### config.mk
export PLATFORM = sky130hd
export DESIGN_NAME = booth_r4_multiplier_flat
export DESIGN_NICKNAME = d
export VERILOG_FILES = /design/src/rtl/booth_pkg.sv /design/src/rtl/booth_r4_multiplier_if.sv /design/src/rtl/booth_r4_recode.sv /design/src/rtl/booth_r4_multiplier.sv /design/src/flat_wrapper.sv
export SDC_FILE = /design/constraint.sdc
export NUM_CORES = 1
export LEC_CHECK = 0
export CAP_MARGIN = 0
export CORE_MARGIN = 2
export CORE_UTILIZATION = 51
export CTS_CLUSTER_DIAMETER = 100
export DETAILED_ROUTE_END_ITERATION = 16
export GPL_TIMING_DRIVEN = 0
export PLACE_DENSITY = 0.79
export SYNTH_ARGS = -nofsm -noshare
export SYNTH_HDL_FRONTEND = slang
export SYNTH_SLANG_ARGS = --single-unit
### constraint.sdc
create_clock -name clk -period 3.05 [get_ports clk]
set_input_delay 0.7625 -clock clk [delete_from_list [all_inputs] [get_ports clk]]
set_output_delay 0.7625 -clock clk [all_outputs]
set_load 0.02 [all_outputs]
### src/rtl/booth_pkg.sv
// Shared types for the radix-4 Booth multiplier: FSM states, Booth digits
// and the triplet-to-digit recode rule.
package booth_pkg;

    typedef enum logic [1:0] {
        IDLE,
        RUN,
        DONE
    } state_t;

    typedef enum logic [2:0] {
        ZERO,
        POS1,
        POS2,
        NEG1,
        NEG2
    } digit_t;

    // Triplet is {b[2i+1], b[2i], b[2i-1]}.
    function automatic digit_t recode(input logic [2:0] triplet);
        case (triplet)
            3'b001, 3'b010: recode = POS1;
            3'b011:         recode = POS2;
            3'b100:         recode = NEG2;
            3'b101, 3'b110: recode = NEG1;
            default:        recode = ZERO;
        endcase
    endfunction

endpackage

### src/rtl/booth_r4_multiplier_if.sv
// Start/busy/done bus between a requester and the Booth multiplier,
// plus a debug view of the multiplier FSM state.
interface booth_r4_multiplier_if #(
    parameter int WIDTH = 8
);
    import booth_pkg::*;

    // en is a start request taken only while the unit is idle (busy=0); A, B and
    // signed_mode are captured on that same edge. busy stays high from the accepting
    // edge until the cycle after done; done pulses for one cycle as Output updates.
    logic               en;
    logic               signed_mode;
    logic [WIDTH-1:0]   A;
    logic [WIDTH-1:0]   B;
    logic               busy;
    logic               done;
    logic [2*WIDTH-1:0] Output;
    state_t             dbg_state;

    modport master (
        output en, signed_mode, A, B,
        input  busy, done, Output, dbg_state
    );

    modport slave (
        input  en, signed_mode, A, B,
        output busy, done, Output, dbg_state
    );

endinterface

### src/rtl/booth_r4_recode.sv
// Selects the radix-4 Booth partial product {0, +-M, +-2M} for one
// multiplier triplet, sign-extended to WE+1 bits.
module booth_r4_recode
    import booth_pkg::*;
#(
    parameter int WE = 10
) (
    input  logic [2:0]         triplet,
    input  logic signed [WE-1:0] m,
    output logic signed [WE:0]   pp
);

    digit_t             digit;
    logic signed [WE:0] m_ext;

    always_comb begin
        digit = recode(triplet);
        m_ext = {m[WE-1], m};
        case (digit)
            POS1:    pp = m_ext;
            POS2:    pp = m_ext <<< 1;
            NEG1:    pp = -m_ext;
            NEG2:    pp = -(m_ext <<< 1);
            default: pp = '0;
        endcase
    end

endmodule

### src/rtl/booth_r4_multiplier.sv
// Sequential radix-4 Booth multiplier: two multiplier bits per cycle on
// WIDTH+2-bit extended operands, so signed and unsigned share one datapath.
module booth_r4_multiplier
    import booth_pkg::*;
#(
    parameter int WIDTH = 8
) (
    input logic                  clk,
    input logic                  rst_n,
    booth_r4_multiplier_if.slave bus
);

    localparam int WE = WIDTH + 2;
    localparam int N  = WE / 2;
    localparam int CW = $clog2(N + 1);

    state_t                 state;
    logic                   busy_q;
    logic                   done_q;
    logic [2*WIDTH-1:0]     product;
    logic signed [WE-1:0]   m;
    logic [WE:0]            b_pad;
    logic [CW-1:0]          cnt;
    logic signed [2*WE:0]   acc;
    logic signed [2*WE:0]   acc_sum;
    logic signed [2*WE:0]   acc_next;
    logic signed [WE:0]     upper_sum;
    logic signed [WE:0]     pp;
    logic signed [WE-1:0]   a_ext;
    logic signed [WE-1:0]   b_ext;

    assign a_ext = bus.signed_mode ? {{2{bus.A[WIDTH-1]}}, bus.A} : {2'b00, bus.A};
    assign b_ext = bus.signed_mode ? {{2{bus.B[WIDTH-1]}}, bus.B} : {2'b00, bus.B};

    // b_pad carries the multiplier with the implicit b[-1]=0 appended; it is
    // shifted right two bits per step so the current triplet is always b_pad[2:0].
    booth_r4_recode #(.WE(WE)) u_recode (
        .triplet (b_pad[2:0]),
        .m       (m),
        .pp      (pp)
    );

    always_comb begin
        upper_sum = acc[2*WE:WE] + pp;
        acc_sum   = {upper_sum, acc[WE-1:0]};
        acc_next  = acc_sum >>> 2;
    end

    always_ff @(posedge clk or negedge rst_n) begin
        if (!rst_n) begin
            state   <= IDLE;
            busy_q  <= 1'b0;
            done_q  <= 1'b0;
            product <= '0;
            m       <= '0;
            b_pad   <= '0;
            acc     <= '0;
            cnt     <= '0;
        end else begin
            case (state)
                IDLE: begin
                    done_q <= 1'b0;
                    if (bus.en) begin
                        m      <= a_ext;
                        b_pad  <= {b_ext, 1'b0};
                        acc    <= '0;
                        cnt    <= '0;
                        busy_q <= 1'b1;
                        state  <= RUN;
                    end
                end
                RUN: begin
                    acc   <= acc_next;
                    b_pad <= {{2{b_pad[WE]}}, b_pad[WE:2]};
                    cnt   <= cnt + 1'b1;
                    // After N shifts of two the product sits at bit 0 of acc_next.
                    if (cnt == CW'(N - 1)) begin
                        product <= acc_next[2*WIDTH-1:0];
                        done_q  <= 1'b1;
                        state   <= DONE;
                    end
                end
                DONE: begin
                    done_q <= 1'b0;
                    busy_q <= 1'b0;
                    state  <= IDLE;
                end
                default: state <= IDLE;
            endcase
        end
    end

    assign bus.busy      = busy_q;
    assign bus.done      = done_q;
    assign bus.Output    = product;
    assign bus.dbg_state = state;

endmodule

### src/flat_wrapper.sv
// flat-port wrapper written by rule: the top's interface ports become plain ports
module booth_r4_multiplier_flat import booth_pkg::*;
#(
    parameter int WIDTH = 8
)
  (clk, rst_n, bus_en, bus_signed_mode, bus_A, bus_B, bus_busy, bus_done, bus_Output, bus_dbg_state);
  booth_r4_multiplier_if #(.WIDTH(WIDTH)) bus_i ();
  input logic clk;
  input logic rst_n;
  input wire logic [$bits(bus_i.en)-1:0] bus_en;
  input wire logic [$bits(bus_i.signed_mode)-1:0] bus_signed_mode;
  input wire logic [$bits(bus_i.A)-1:0] bus_A;
  input wire logic [$bits(bus_i.B)-1:0] bus_B;
  output wire logic [$bits(bus_i.busy)-1:0] bus_busy;
  output wire logic [$bits(bus_i.done)-1:0] bus_done;
  output wire logic [$bits(bus_i.Output)-1:0] bus_Output;
  output wire logic [$bits(bus_i.dbg_state)-1:0] bus_dbg_state;
  assign bus_i.en = bus_en;
  assign bus_i.signed_mode = bus_signed_mode;
  assign bus_i.A = bus_A;
  assign bus_i.B = bus_B;
  assign bus_busy = bus_i.busy;
  assign bus_done = bus_i.done;
  assign bus_Output = bus_i.Output;
  assign bus_dbg_state = bus_i.dbg_state;
  booth_r4_multiplier #(.WIDTH(WIDTH)) u_core (.clk(clk), .rst_n(rst_n), .bus(bus_i));
endmodule
# Word level (Yosys, flattened, before mapping)

Cells that the tools add are included.

Flip-flop bits (word level): 65
Output and inout bits: 20
Bits of input ports: 20

Equality and inequality tests: 15
Add/sub/neg operators: 4
Mux-type cells: 17
Bitwise operators: 1
Reduce and logical (&&, ||, !) cells: 14

Operator list:

| operator                                            | count |
|---|---|
| case mux 11 bit (4 select lines)                    | 1 |
| case mux 21 bit (2 select lines)                    | 1 |
| case mux 11 bit (2 select lines)                    | 1 |
| 2-to-1 mux 21 bit                                   | 1 |
| 2-to-1 mux 10 bit                                   | 2 |
| equality test 3 bit, second input constant          | 5 |
| equality test 3 x 2 -> 1 bit, second input constant | 4 |
| case mux 3 bit (4 select lines)                     | 1 |
| AND reduction 2 bit                                 | 6 |
| adder 11 bit                                        | 1 |
| 2-to-1 mux 11 bit                                   | 1 |
| negator 10 -> 11 bit                                | 1 |
| negator 11 bit                                      | 1 |
| equality test 3 x 1 -> 1 bit, second input constant | 2 |
| case mux 3 bit (2 select lines)                     | 1 |
| nonzero test 2 bit                                  | 3 |
| OR reduction 2 bit                                  | 3 |
| 2-to-1 mux 2 bit                                    | 2 |
| case mux 1 bit (2 select lines)                     | 2 |
| case mux 2 bit (2 select lines)                     | 1 |
| adder 3 x 1 -> 3 bit, second input constant         | 1 |
| 2-to-1 mux 3 bit                                    | 1 |
| AND reduction 3 bit                                 | 1 |
| equality test 2 x 1 -> 1 bit, second input constant | 1 |
| 6 further kinds                                     | 7 |

# Depth between registers and ports, before layout

Depth in word-level cells: 7
Gate-level depth with buffers: 16
Depth with buffers taken out: 15

# Cells and area by module

A second synthesis with hierarchy kept.

Cells, all modules: 357
Area, all modules: 3397.0 um2

Modules (own cells, without submodules):

| module              | cells each | area each (um2) | seq. area each (um2) | times used |
|---|---|---|---|---|
| booth_r4_multiplier | 261        | 2758.9          | 1501.4               | 1 |
| booth_r4_recode     | 96         | 638.1           | 0.0                  | 1 |

# Least setup slack after synthesis

OpenSTA, ideal clock, no wires.

Path type: reg-to-reg
From: reg u_core.m[0]
To: reg u_core.acc[19]
Setup slack: -0.092 ns
Cell stages (with the launch flop): 16
Buffers on the path: 1
Arrival: 3.015 ns
Cell sequence: dfrtp_1 > inv_1 > ha_1 > or3b_2 > buf_6 > nand2_1 > xnor2_1 > a221oi_1 > a31oi_1 > ha_1 > a21oi_1 > o22ai_1 > o31a_1 > xnor2_2 > a21oi_1 > o22ai_1

Cells in the longest elaborated chain, start to end: 4
Elaborated cells on any way between the ends: 5
Those cells by class: add/sub (3); mux (2)

RTL lines:

| element                                                | RTL line                                     | RTL |
|---|---|---|
| from (decl)                                            | booth_r4_multiplier.sv:21                    | `logic signed [WE-1:0] m;` |
| from (signal assigned)                                 | booth_r4_multiplier.sv:64                    | `m <= a_ext;` |
| negator 11 bit or negator 10 -> 11 bit (tied branches) | booth_r4_recode.sv:23, booth_r4_recode.sv:22 |  |
| case mux 11 bit (4 select lines) *                     | booth_r4_recode.sv:19                        | `case (digit)` |
| adder 11 bit *                                         | booth_r4_multiplier.sv:44                    | `upper_sum = acc[2*WE:WE] + pp;` |
| case mux 21 bit (2 select lines) *                     | booth_r4_multiplier.sv:60                    | `case (state)` |
| to (signal assigned)                                   | booth_r4_multiplier.sv:73                    | `acc <= acc_next;` |
| to (decl)                                              | booth_r4_multiplier.sv:24                    | `logic signed [2*WE:0] acc;` |

Every way passes the cells marked *; elsewhere a longest branch is shown, timed or not.
A chain may end at the register's enable or synchronous reset.

# Worst setup path after layout

From: reg u_core.m[1]
To: reg u_core.acc[19]

Same word-level chain as after synthesis.

==> reports/qor.csv <==
stage,metric,value,unit
synthesis,Syn Nets,414,
worst_hold_path,min-delay worst type,primary input to async pin,
drt,Pre-antenna DRT Iters,5,
placed_design,hpwl dp,5840,um
cts,CTS buffer count,9,
global_route,initial antenna violation count,0,
synthesis,share of flip-flops with an asynchronous set or reset,100,%
placed_design,GPL Wtd Cong,0.903,
drt,initial DRC count,253,
setup_path,R2R depth,13,
drt,DR vias/cell,5.82,
synthesis,post-synth top area share,44.5,%
sta,period utilization,105,%
sta,Setup TNS Final,-0.462,ns
cts,latest clock arrival within the worst-skew pair,0.35,ns
setup_path,crit-path cells,buf_4 > or4_4 > o41a_1 > o21ai_1 > o211ai_1 > a31oi_1 > ha_1 > a21oi_2 > nand2_1 > o31a_1 > xnor2_2 > a21oi_1 > o22ai_1,
cts,CTS Sinks,60,
drt,WL/cell,16.6,um
synthesis,synth unique cells,49,
setup_path,WP data arrival,3.45,ns
floorplan,# IOs,40,
drt,final wirelength,8830,um
floorplan,Die ar.,7290,um2
finish,"most common cell after layout, fill and taps aside",nand2_1,
sta,Max Clk Rate,0.311,GHz
placed_design,# port buffers,39,
setup_path,CP required,3.29,ns
synthesis,Gate Count Post-Synth,380,
cts,CTS tree,yes,
sta,"Hold Vio Cnt, Final",0,
setup_path,"slowest stage cell, crit path",or4_4,
synthesis,post-synthesis register bit count,60,
drt,Post-DRT Antenna Nets,0,
floorplan,Core Area,6390,um2
sta,skew final,0.00797,ns
sta,Slew headroom,62.6,%
sta,RSZ-0062 raised after global routing,true,
global_route,global-route wire length before repair,14300,um
floorplan,chip width,85.4,um
synthesis,Synth area leader,dfrtp_1,
synthesis,Synth area leaders,"dfrtp_1 44%, nand2_1 9.6%, o21ai_0 4.9%",
floorplan,starting density of the core,52.9,%
setup_path,Crit Path Class,flip-flop to flip-flop,
finish,ratio of cells with drive above 1 in the final layout,19.3,%
cts,clk slew on worst S/H paths,0.08,ns
sta,Max Slew Vio Count,0,
drt,vias post-DR,3096,
finish,Layout Nets,484,
finish,diode count,0,
global_route,vias in the first global route,3007,
setup_path,crit start category,flip-flop,
finish,final-layout fill cell count,515,
synthesis,Avg Inst Size Synth,8.89,um2
sta,Worst-Margin Slew,0.561,ns
cts,clock root cell,clkbuf_8,
global_route,largest net degree at the start of global routing,38,
synthesis,"EDFF count, synth",0,
global_route,gr usage total,25.3,%
floorplan,Die Y,85.4,um
synthesis,Synth Flop Type,dfrtp_1,
finish,area delta synth->final,28.3,%
run_status,status,"finished, violations left",
run_status,failing checks,negative setup slack,
synthesis,netlist area before placement,3380,um2
sta,Setup Viol. Count Final,5,
floorplan,Row Count,29,
sta,final worst slack,-0.167,ns
global_route,Overflow after GRT,0,
drt,drt drc,0,
cts,H-tree level count,3,
setup_path,max incr delay on CP,0.45,ns
synthesis,"Warnings, synthesis",0,
placed_design,Setup WS pre-CTS,-0.214,ns
cts,hold_buf cts,0,
flow_run,maxcap violations,0,
setup_path,worst-path maximum fanout,5,
sta,fin crit period,3.22,ns
cts,clock tree buffer depth,2,
finish,most frequent cells in the layout,"85 x nand2_1, 58 x dfrtp_1, 38 x clkdlybuf4s50_1, 29 x o21ai_0, 25 x nor2_1",
setup_path,CP endpoint kind,flip-flop,
synthesis,post-synthesis sequential area ratio,44.5,%
## layout make-up
class	instances	area, um2	share of cell area (%)
clock inverter	7	98.8	2.28
buffer	20	93.8	2.17
timing repair buffer	60	556	12.8
multi-input combinational	285	1810	41.7
inverter	14	52.6	1.21
tap	77	96.3	2.22
sequential	60	1500	34.7
clock buffer	9	124	2.86
## layer usage
metal  vias up  share of wire (%)  GRT usage (%)
met3        23                5.2           5.35
li1       1460                  -              -
met1      1504                 42           32.6
met4         0                1.8           9.67
met2       109                 51           41.9
met5         -                  0              0
## synthesized netlist by cell type, types with 4 or more instances
master,number
nand2_1,86
dfrtp_1,60
o21ai_0,33
nor2_1,26
a21oi_1,16
nand3_1,15
inv_1,14
ha_1,13
mux2_2,12
a31oi_1,11
clkbuf_1,11
xnor2_1,10
buf_2,6
nor3_1,6
xor2_1,6
nor2b_1,4
o31ai_1,4
## kinds of logic after synthesis
kind of cell	after synthesis	share of synthesized area (%)
simple gates	148	18.9
compound gates	91	16.7
flops	60	44.5
buf+inv	35	4.56
xor+xnor	17	4.63
mux	15	5.26
fa+ha+maj	14	5.41
## critical path: cells and delay by family, from the launching register on
| family | cells | cell delay, ns |
|---|---|---|
| AO/OA/AOI/OAI | 8 | 1.57 |
| adder cells (fa/ha/maj) | 1 | 0.30 |
| XOR/XNOR | 1 | 0.16 |
| flip-flops | 1 | 0.40 |
| buffers and inverters | 1 | 0.15 |
| AND/OR/NAND/NOR | 2 | 0.53 |
## timing repair
action,in CTS,in global routing
gates resized for setup,11,11
pin swaps,15,9
hold endpoints to repair,0,0
setup buffers,15,5
endpoints found under the setup margin,5,7
## flip-flops by register name, summed over array words and instances (netlist names)
register / cells
u_core.bus.busy: 1
u_core.m: 9
u_core.acc: 17
u_core.bus.done: 1
u_core.bus.Output: 16
u_core.bus.dbg_state: 2
u_core.b_pad: 11
u_core.cnt: 3
## path summary, 6_finish.rpt
path	endpoint	slack, ns	from
worst max-delay path	u_core.acc[19]	-0.17	u_core.m[1]
worst min-delay path	u_core.b_pad[6]	0.40	rst_n
worst max register to register	u_core.acc[19]	-0.17	u_core.m[1]
worst min register to register	u_core.bus.Output[14]	0.48	u_core.bus.Output[14]
max in group asynchronous	u_core.m[3]	2.05	rst_n
min in group clk	u_core.bus.Output[14]	0.48	u_core.bus.Output[14]
## metrics by stage
stage / utilization (%) / hold WS (ns) / area [um2] / instances
CTS: 66.7 / 0.403 / 4260 / 527
detailed placement: 61.0 / 0.472 / 3900 / 497
global route: 67.9 / 0.431 / 4330 / 532
floorplan: - / 0.450 / 3400 / 380
finish: 67.9 / 0.397 / 4330 / 532
global placement: 60.8 / 0.464 / 3880 / 496
Power is not shown: default switching activity piles up to over one toggle a cycle in this logic, so the estimate is an artifact.
